[config.mk]
export PLATFORM = sky130hd
export DESIGN_NAME = sync_fifo
export DESIGN_NICKNAME = d
export VERILOG_FILES = /design/src/rtl/sync_fifo_pkg.sv /design/src/rtl/fifo_ptr.sv /design/src/rtl/sync_fifo.sv
export SDC_FILE = /design/constraint.sdc
export NUM_CORES = 1
export LEC_CHECK = 0
export ABC_AREA = 0
export CORE_MARGIN = 5
export CORE_UTILIZATION = 25
export DETAILED_ROUTE_END_ITERATION = 8
export PLACE_DENSITY = 0.51
export SLEW_MARGIN = 20
export SYNTH_ARGS = -nofsm -noshare
export SYNTH_HDL_FRONTEND = slang
export SYNTH_HIERARCHICAL = 1
export SYNTH_SLANG_ARGS = --single-unit
export TNS_END_PERCENT = 50
[constraint.sdc]
create_clock -name Clk -period 5.3 [get_ports Clk]
set_clock_uncertainty 0.15 [all_clocks]
set_input_delay 0.795 -clock Clk [delete_from_list [all_inputs] [get_ports Clk]]
set_output_delay 0.795 -clock Clk [all_outputs]
set_load 0.01 [all_outputs]
[src/rtl/sync_fifo_pkg.sv]
// rtl/sync_fifo_pkg.sv - shared defaults, data word type and pointer helper for sync_fifo
package sync_fifo_pkg;

  localparam int DATA_W_DEF = 32;
  localparam int DEPTH_DEF  = 8;

  typedef logic [DATA_W_DEF-1:0] word_t;

  // Depth is a power of two, so masking gives the modulo wrap.
  function automatic int unsigned next_ptr(input int unsigned ptr, input int unsigned depth);
    return (ptr + 32'd1) & (depth - 32'd1);
  endfunction

endpackage

[src/rtl/fifo_ptr.sv]
// rtl/fifo_ptr.sv - enabled modulo-DEPTH up-counter with synchronous active-high reset
module fifo_ptr
  import sync_fifo_pkg::*;
#(
  parameter  int DEPTH  = DEPTH_DEF,
  localparam int ADDR_W = $clog2(DEPTH)
) (
  input  logic              clk_i,
  input  logic              rst_i,
  input  logic              inc_i,
  output logic [ADDR_W-1:0] ptr_o
);

  logic [ADDR_W-1:0] ptr_q;
  logic [ADDR_W-1:0] ptr_d;

  always_comb begin
    ptr_d = ptr_q;
    if (inc_i) begin
      ptr_d = ADDR_W'(next_ptr(32'(ptr_q), DEPTH));
    end
  end

  always_ff @(posedge clk_i) begin
    if (rst_i) begin
      ptr_q <= '0;
    end else begin
      ptr_q <= ptr_d;
    end
  end

  assign ptr_o = ptr_q;

endmodule

[src/rtl/sync_fifo.sv]
// rtl/sync_fifo.sv - single-clock FIFO with registered read data; SYNC_FIFO_COUNT_EN adds the COUNT port
module sync_fifo
  import sync_fifo_pkg::*;
#(
  parameter  int DATA_W = DATA_W_DEF,
  parameter  int DEPTH  = DEPTH_DEF,
  localparam int ADDR_W = $clog2(DEPTH)
) (
  input  logic              Clk,
  input  logic              Rst,
  input  logic              EN,
  input  logic              WR,
  input  logic              RD,
  input  logic [DATA_W-1:0] dataIn,
  output logic [DATA_W-1:0] dataOut,
  output logic              EMPTY,
  output logic              FULL
`ifdef SYNC_FIFO_COUNT_EN
  ,
  output logic [ADDR_W:0]   COUNT
`endif
);

  logic [DATA_W-1:0] mem [DEPTH];
  logic [DATA_W-1:0] dout_q;
  logic [ADDR_W:0]   count_q;
  logic [ADDR_W:0]   count_d;
  logic [ADDR_W-1:0] wr_ptr;
  logic [ADDR_W-1:0] rd_ptr;
  logic              do_wr;
  logic              do_rd;

  assign EMPTY = (count_q == '0);
  assign FULL  = (count_q == (ADDR_W+1)'(DEPTH));

  // Full/empty come from the pre-edge count, so a full FIFO never takes a write
  // and an empty one never bypasses the incoming word to dataOut.
  assign do_wr = !Rst && EN && WR && !FULL;
  assign do_rd = !Rst && EN && RD && !EMPTY;

  fifo_ptr #(.DEPTH(DEPTH)) u_wr_ptr (
    .clk_i (Clk),
    .rst_i (Rst),
    .inc_i (do_wr),
    .ptr_o (wr_ptr)
  );

  fifo_ptr #(.DEPTH(DEPTH)) u_rd_ptr (
    .clk_i (Clk),
    .rst_i (Rst),
    .inc_i (do_rd),
    .ptr_o (rd_ptr)
  );

  always_comb begin
    count_d = count_q;
    case ({do_wr, do_rd})
      2'b10:   count_d = count_q + 1'b1;
      2'b01:   count_d = count_q - 1'b1;
      default: count_d = count_q;
    endcase
  end

  always_ff @(posedge Clk) begin
    if (do_wr) begin
      mem[wr_ptr] <= dataIn;
    end
  end

  always_ff @(posedge Clk) begin
    if (Rst) begin
      count_q <= '0;
      dout_q  <= '0;
    end else begin
      count_q <= count_d;
      if (do_rd) begin
        dout_q <= mem[rd_ptr];
      end
    end
  end

  assign dataOut = dout_q;

`ifdef SYNC_FIFO_COUNT_EN
  assign COUNT = count_q;
`else
`endif

endmodule

## Yosys cells after proc, flatten, opt, wreduce, memory -nomap -nowiden

Memory sizes are Yosys's and may differ from the RTL's. A register that Yosys moved wholly into a read port is not among the register bits.
Index checks and enable logic that the tools add are counted.

- $add $sub $neg: 4
- Eq/ne operators: 3
- Muxes and demuxes: 3
- Reductions and logical operators: 10

Operators by type and width:

| cell | number |
|---|---|
| $pmux 4 s2 | 1 |
| $add 3x1->3 const B | 2 |
| $logic_and 1x1->1 | 5 |
| $add 4x1->4 const B | 1 |
| $eq 4x4->1 const B | 1 |
| $logic_not 4->1 | 1 |
| $sub 4x1->4 const B | 1 |
| $logic_not 1->1 | 3 |
| $eq 2x1->1 const B | 1 |
| $eq 2x2->1 const B | 1 |
| $mux 1 | 2 |
| $reduce_bool 2->1 | 1 |

- Register bits after elaboration: 10
- RAM bits: 256
- Input bits: 37
- Memories kept: 1

Memories:

| name | words | bits a word | read ports | clocked after Yosys merged registers in | write ports | line | source |
|---|---|---|---|---|---|---|---|
| mem | 8 | 32 | 1 | 1 | 1 | sync_fifo.sv:24 | `logic [DATA_W-1:0] mem [DEPTH];` |

## Depth between registers and ports, before layout

Gate-level depths: netlist of the first run.

- Word-level depth: 6
- Gate-level depth with buffers: 11
- Mapped depth without buffers: 10

## By module

Netlist of the first run, hierarchy kept.

By module, submodules not included:

| module | instances | cells each | area an instance (µm²) |
|---|---|---|---|
| sync_fifo | 1 | 526 | 10956.8 |
| fifo_ptr | 2 | 11 | 121.4 |

## Worst setup path before layout of the first run

No wires, ideal clock.

- Path type: input to register
- Start: in Rst
- End: mem mem[0][0] (netlist name) (enable)
- Arrival: 3752 ps
- Required time: 4689 ps
- Setup slack: 937 ps
- Stages: 4
- Buffers on the path: 1
- Cell sequence: clkbuf_1 -> and4bb_2 -> nand2b_1 -> nor3_1

- Word-level cells in the longest chain between the ends: 6

Ends and longest elaborated chain:

| what | line | source |
|---|---|---|
| from (decl) | sync_fifo.sv:10 | `input logic Rst,` |
| $logic_not 1->1 | sync_fifo.sv:38 | `assign do_wr = !Rst && EN && WR && !FULL;` |
| $logic_and 1x1->1 (3 in a row) | sync_fifo.sv:38 |  |
| named net do_wr | sync_fifo.sv:30 | `logic do_wr;` |
| $mux 1 | sync_fifo.sv:65 | `if (do_wr) begin` |
| $mux 1 (not written as such) | sync_fifo.sv:66 | `mem[wr_ptr] <= dataIn;` |
| to (decl) | sync_fifo.sv:24 |  |

The timed path passes the listed nets, and every way through them passes these cells.

## Worst setup path after layout of the first run

- Start: in EN
- End: reg count_q[3]

- Word-level cells in the longest chain between the ends: 5

Ends and longest elaborated chain:

| what | line | source |
|---|---|---|
| from (decl) | sync_fifo.sv:11 | `input logic EN,` |
| $logic_and 1x1->1 (*) | sync_fifo.sv:38, sync_fifo.sv:39 |  |
| $logic_and 1x1->1 (on tied branches) (2 in a row) | sync_fifo.sv:39, sync_fifo.sv:38 |  |
| $eq 2x1->1 or $eq 2x2->1 (tied branches) | sync_fifo.sv:57 | `case ({do_wr, do_rd})` |
| $pmux 4 s2 or $reduce_bool 2->1 (tied branches) | - |  |
| to (signal assigned) | sync_fifo.sv:75 | `count_q <= count_d;` |
| to (decl) | sync_fifo.sv:26 | `logic [ADDR_W:0] count_q;` |

Mark *: on every way between the ends. The rest lies on a longest branch, timed or not.
A chain may end at the register's enable or synchronous reset.

==> results of run 1 <==
## synthesized netlist by cell type
library cell	number
nor2_2	11
or4_1	1
nor3_2	14
nand2b_1	3
nor2_1	34
mux4_2	64
edfxtp_1	256
buf_4	2
and3_1	1
buf_2	6
xnor2_1	2
nand3_4	1
a21bo_2	2
mux2i_1	2
xor2_1	2
clkbuf_1	10
nor2_4	2
or4_4	1
and2_4	1
a21oi_1	7
clkbuf_2	1
and3b_1	1
buf_8	1
o22ai_1	32
and4bb_2	1
nand3_1	1
buf_6	9
nand3b_1	2
nor3_1	20
nand2_1	2
dfxtp_1	42
o31ai_1	1
nor4b_1	1
inv_1	5
fa_1	1
nand3b_4	1
ha_1	5
## power breakdown
part	switching, µW	total, µW	internal (µW)
Combinational	71.9	134	62.5
Sequential	10.6	2570	2560
Clock	867	2260	1390
Total	949	4960	4010
## layer usage
layer	up-vias	wire length (µm)	global-route usage (%)
li1	2418	-	-
met1	2689	10400	12.8
met2	113	11400	15.5
met3	36	1080	1.96
met4	2	430	2.01
met5	-	7	0
## worst paths after layout
kind	startpoint	end	slack, ns
max	EN	count_q[3]	2.00
min	dataOut[15]	dataOut[15]	0.34
max reg2reg	count_q[0]	count_q[3]	2.28
min reg2reg	dataOut[15]	dataOut[15]	0.34
## state kept, by name (all words and copies together), names as in the netlist
name,cells
count_q,4
mem,256
u_wr_ptr/ptr_o,3
dataOut,32
u_rd_ptr/ptr_o,3
## critical path: cells and delay by family
| family | cells | cell delay, ns |
|---|---|---|
| buffers and inverters | 1 | 0.47 |
| AO/OA/AOI/OAI | 3 | 0.42 |
| adder cells (fa/ha/maj) | 2 | 0.58 |
| AND/OR/NAND/NOR | 3 | 1.35 |
## cell type report
| cell class | instances | area share [%] |
|---|---|---|
| sequential | 298 | 61.9 |
| multi-input combinational | 216 | 18.2 |
| timing repair buffer | 82 | 6.52 |
| clock buffer | 45 | 6.37 |
| tap | 592 | 5.37 |
| clock inverter | 13 | 1.49 |
| inverter | 5 | 0.136 |
## logic make-up (layout without fill, tap and decap cells)
logic type      count (synthesis)  count (layout)  share of synthesized area (%)
flops                         298             298                           76.1
simple gates                   98              98                           5.42
mux                            66              66                           13.0
compound gates                 42              42                           2.35
buf+inv                        34             145                           1.99
fa+ha+maj                       6               6                          0.737
xor+xnor                        4               4                          0.313
## per-stage QoR
stage	area (µm²)	cells	utilization, %	hold slack (ns)	total power (µW)
finish	13800	1251	31.2	0.341	4960
CTS	13700	1248	31.0	0.345	5030
global placement	12500	1187	28.4	0.330	2760
detailed placement	12600	1190	28.5	0.332	2760
global route	13800	1251	31.2	0.363	5150
floorplan	11200	548	-	0.310	2680
## cells in the final DEF, fill, tap and decap left out, drive strengths merged, types with 3 or more instances in the layout
cell,n
nor3,34
inv,6
edfxtp,256
clkinv,6
nand2b,3
clkdlybuf4s50,69
clkbuf,45
bufinv,5
a21oi,7
mux4,64
ha,5
nand3b,3
o22ai,32
buf,13
nor2,47
dfxtp,42
==> flow_metrics.tcl, run 1 <==
set metrics [dict create \
    fin_ws_ns 2.00 \
    cp-start-kind "input pin" \
    clkTransAtPathRegs_ns 0.06 \
    p_leak_uw 0.00419 \
    yosysSeqAreaShare_pct 76.1 \
    io_buffers 70 \
    wl_per_cell_um 18.6 \
    clk-insertion-delay-late_ns 0.55 \
    path_class "input pin to register" \
    cts_setup_buffers 0 \
    synth_area_leaders "edfxtp_1, mux4_2, dfxtp_1" \
    drt_iter0_drc 309 \
    die_w_um 222 \
    rsz0062_at_grt "false" \
    peakVddDrop_uv 184 \
    multi_input_area_mm2 0.00250 \
    endpoint_kind "register" \
    cts_resized 0 \
    grt.overflow.total 0 \
    routabilityCongestion 0.673 \
    routed_via_density 4.20 \
    place_hpwl_um 14000 \
    track_usage_pct 9.34 \
    cap_violations 0 \
    routed_wl_um 23300 \
    synth_seq_cells 298 \
    arrival_ns 3.62 \
    dieHeight_um 222 \
    first_pass_iters 4 \
    grt_pass1_wl_um 35900 \
    cts_tree "yes" \
    timing.final.crit_share_pct 62.3 \
    maxClockFrequency_ghz 0.303 \
    relSlewSlack_pct 29.4 \
    critical_path.max_stage_delay_ns 0.58 \
    critPathRequiredTime_ns 5.62 \
    ys_warn_count 6 \
    dieArea_mm2 0.0491 \
    core.rowCount 77 \
    fillers 4206 \
    netlist_instances 548 \
    numCtsBuffers 31 \
    grt_pass1_vias 5609 \
    io-pin-count 71 \
    synthDominantCellAreaShare_pct 68.6 \
    grt_max_degree 67 \
    via_count 5258 \
    cpMaxStageDelayCell "and2_4" \
    place_ws_ns 1.45 \
    period_needed_ns 3.30 \
    drive_above_1_share_pct 25.5 \
    start_util_pct 25.3 \
    powerDensity_mw_per_mm2 360 \
    synthToLayoutAreaGrowth_pct 23.0 \
    nNetsFinal 677 \
    hold_buffers 0 \
    antenna_left 0 \
    ctsRootBufferMaster "clkbuf_16" \
    setup_viol 0 \
    cp_cell_sequence "clkdlybuf4s50_1, and3b_1, and2_4, ha_1, ha_1, a21oi_1, a21oi_1, or4_1, a21oi_1" \
    syn-cell-area_mm2 0.0112 \
    status "completed" \
    ff2ff_path_depth 8 \
    core_mm2 0.0442 \
    postSynthAreaPerCell_um2 20.4 \
    drcViolationCount 0 \
    crit_fanout 37 \
    syn_nets 591 \
    antenna_found_initial 1 \
    finalHoldViolations 0 \
    cts_buffer_depth 3 \
    synth_cell_types 37 \
    tightestPinTransition_ns 1.06 \
    yosysTopAreaCell "edfxtp_1" \
    cts_num_sinks 298 \
    hp-class "register to register" \
    tns_ns 0 \
    slew_viol_final 0 \
    crit_top_cell "a21oi_1" \
    regArea_mm2 0.00854 \
    cts_max_level 1 \
    hold_depth 2 \
    antennaDiodeCount 0 \
]
No activity file was read; power rests on OpenSTA's default activity.
==> run 2: changes to the inputs <==
PLACE_DENSITY = 0.53   (was 0.51)
clock period = 2.9 ns   (was 5.3 ns; I/O delays follow)
==> flow_metrics.tcl, run 2 (synthesized netlist as in run 1, its figures left out) <==
set metrics [dict create \
    powerDensity_mw_per_mm2 645 \
    start_util_pct 25.3 \
    routabilityCongestion 0.667 \
    cts_num_sinks 298 \
    clkTransAtPathRegs_ns 0.06 \
    antenna_left 0 \
    dieArea_mm2 0.0491 \
    p_leak_uw 0.00426 \
    crit_top_cell "a21oi_1" \
    die_w_um 222 \
    largest_register "mem" \
    use_met2_pct 16.2 \
    period_needed_ns 2.77 \
    largest_reg_flops 256 \
    cp-start-kind "register" \
    grt_use_met3_pct 2.53 \
    status "completed" \
    track_usage_pct 9.97 \
    grt.overflow.total 0 \
    antenna_found_initial 3 \
    wl_per_cell_um 19.2 \
    cp_cell_sequence "or4_4, and2_4, ha_1, ha_1, a21oi_1, a21oi_1, or4_1, a21oi_1" \
    arrival_ns 3.07 \
    crit_fanout 5 \
    io_buffers 70 \
    p_total_uw 8980 \
    cpMaxStageDelayCell "or4_4" \
    finalHoldViolations 0 \
    dieHeight_um 222 \
    cts_tree "yes" \
    crit_buf_inv 0 \
    fillers 4295 \
    critPathRequiredTime_ns 3.19 \
    first_pass_iters 4 \
    hp-class "register to register" \
    cap_violations 0 \
    drive_above_1_share_pct 27.9 \
    dp_cells 1209 \
    grt_pass1_vias 5916 \
    endpoint_kind "register" \
    slew_viol_final 0 \
    tns_ns 0 \
    relSlewSlack_pct 56.6 \
    met1_usage_pct 13.3 \
    timing.final.crit_share_pct 95.7 \
    ctsRootBufferMaster "clkbuf_16" \
    setup_viol 0 \
    drcViolationCount 0 \
    cts_buffer_depth 3 \
    core_mm2 0.0442 \
    clk-insertion-delay-late_ns 0.52 \
    path_class "register to register" \
    synthToLayoutAreaGrowth_pct 24.3 \
    grt_max_degree 43 \
    drt_iter0_drc 330 \
    cts_setup_buffers 0 \
    place_hpwl_um 14400 \
    io-pin-count 71 \
    maxClockFrequency_ghz 0.360 \
    via_count 5400 \
    grt_busiest_layer "met2" \
    final_common_cell "edfxtp_1" \
    routed_wl_um 24400 \
    routed_via_density 4.25 \
    numCtsBuffers 34 \
    critical_path.max_stage_delay_ns 0.59 \
    grt_pass1_wl_um 37500 \
    tightestPinTransition_ns 0.650 \
    crit_family "simple AND/OR/NAND/NOR gates" \
    peakVddDrop_uv 349 \
    final_cell_mix "edfxtp_1, clkdlybuf4s50_1, mux4_2" \
    nNetsFinal 696 \
    cts_max_level 2 \
    core.rowCount 77 \
    fin_cells 1270 \
]
## run 2: cell count changes in the layout (fill, tap and decap cells not counted), sizes merged
cell    previous run  this run
buf               13        29
bufinv             5         0
clkinv             6         9
clkbuf            45        47
inv                6         8
diode              0         1
## run 2: final cells by class
class                           count  area, µm²  area share, %
Antenna cell                        1       2.50         0.0180
Clock buffer                       47        981           7.05
Clock inverter                     13       75.1          0.539
Inverter                            5       18.8          0.135
Multi-Input combinational cell    216       2520           18.1
Sequential cell                   298       8530           61.3
Tap cell                          592        741           5.32
Timing Repair Buffer               98       1040           7.50
## run 2: worst register-to-register path, cell delays in order (launching register included)
cell and delay [ns]:
dfxtp_1 0.35, or4_4 0.59, and2_4 0.17, ha_1 0.20
ha_1 0.33, a21oi_1 0.18, a21oi_1 0.10, or4_1 0.48
a21oi_1 0.15
## run 2: what timing repair did
action / in CTS / in global routing
resized for setup: 0 / 1
hold buffers: 0 / 0
setup endpoints to repair: 0 / 1
## run 2: metrics by stage
| stage | instance area, µm² | hold slack [ns] | setup slack (ns) | util [%] |
|---|---|---|---|---|
| 3_3_place_gp | 12900 | 0.331 | 0.0501 | 29.1 |
| 5_1_grt | 13900 | 0.360 | -0.0251 | 31.5 |
| 3_5_place_dp | 12900 | 0.328 | 0.0442 | 29.1 |
| 2_1_floorplan | 11200 | 0.310 | -0.244 | - |
| 4_1_cts | 13900 | 0.344 | 0.150 | 31.5 |
| 6_report | 13900 | 0.339 | 0.125 | 31.5 |
## run 2: worst paths after layout
kind,from,to,slack (ns),cells past startpoint
max,count_q[0],count_q[3],0.13,8
min,dataOut[22],dataOut[22],0.34,2
max reg2reg,count_q[0],count_q[3],0.13,8
min reg2reg,dataOut[22],dataOut[22],0.34,2
## run 2: power breakdown
part	internal, µW	leakage (µW)	switching, µW
Combinational	121	0.00109	134
Clock	2370	0.000523	1660
Sequential	4680	0.00265	15.3
## run 2: layer usage
layer  vias to the layer above  share of wire [%]  routed length [µm]
met1                      2819                 45               10900
li1                       2450                  -                   -
met4                         2                2.1                 501
met5                         -              0.053                  13
met3                        37                4.3                1050
met2                        92                 49               11900
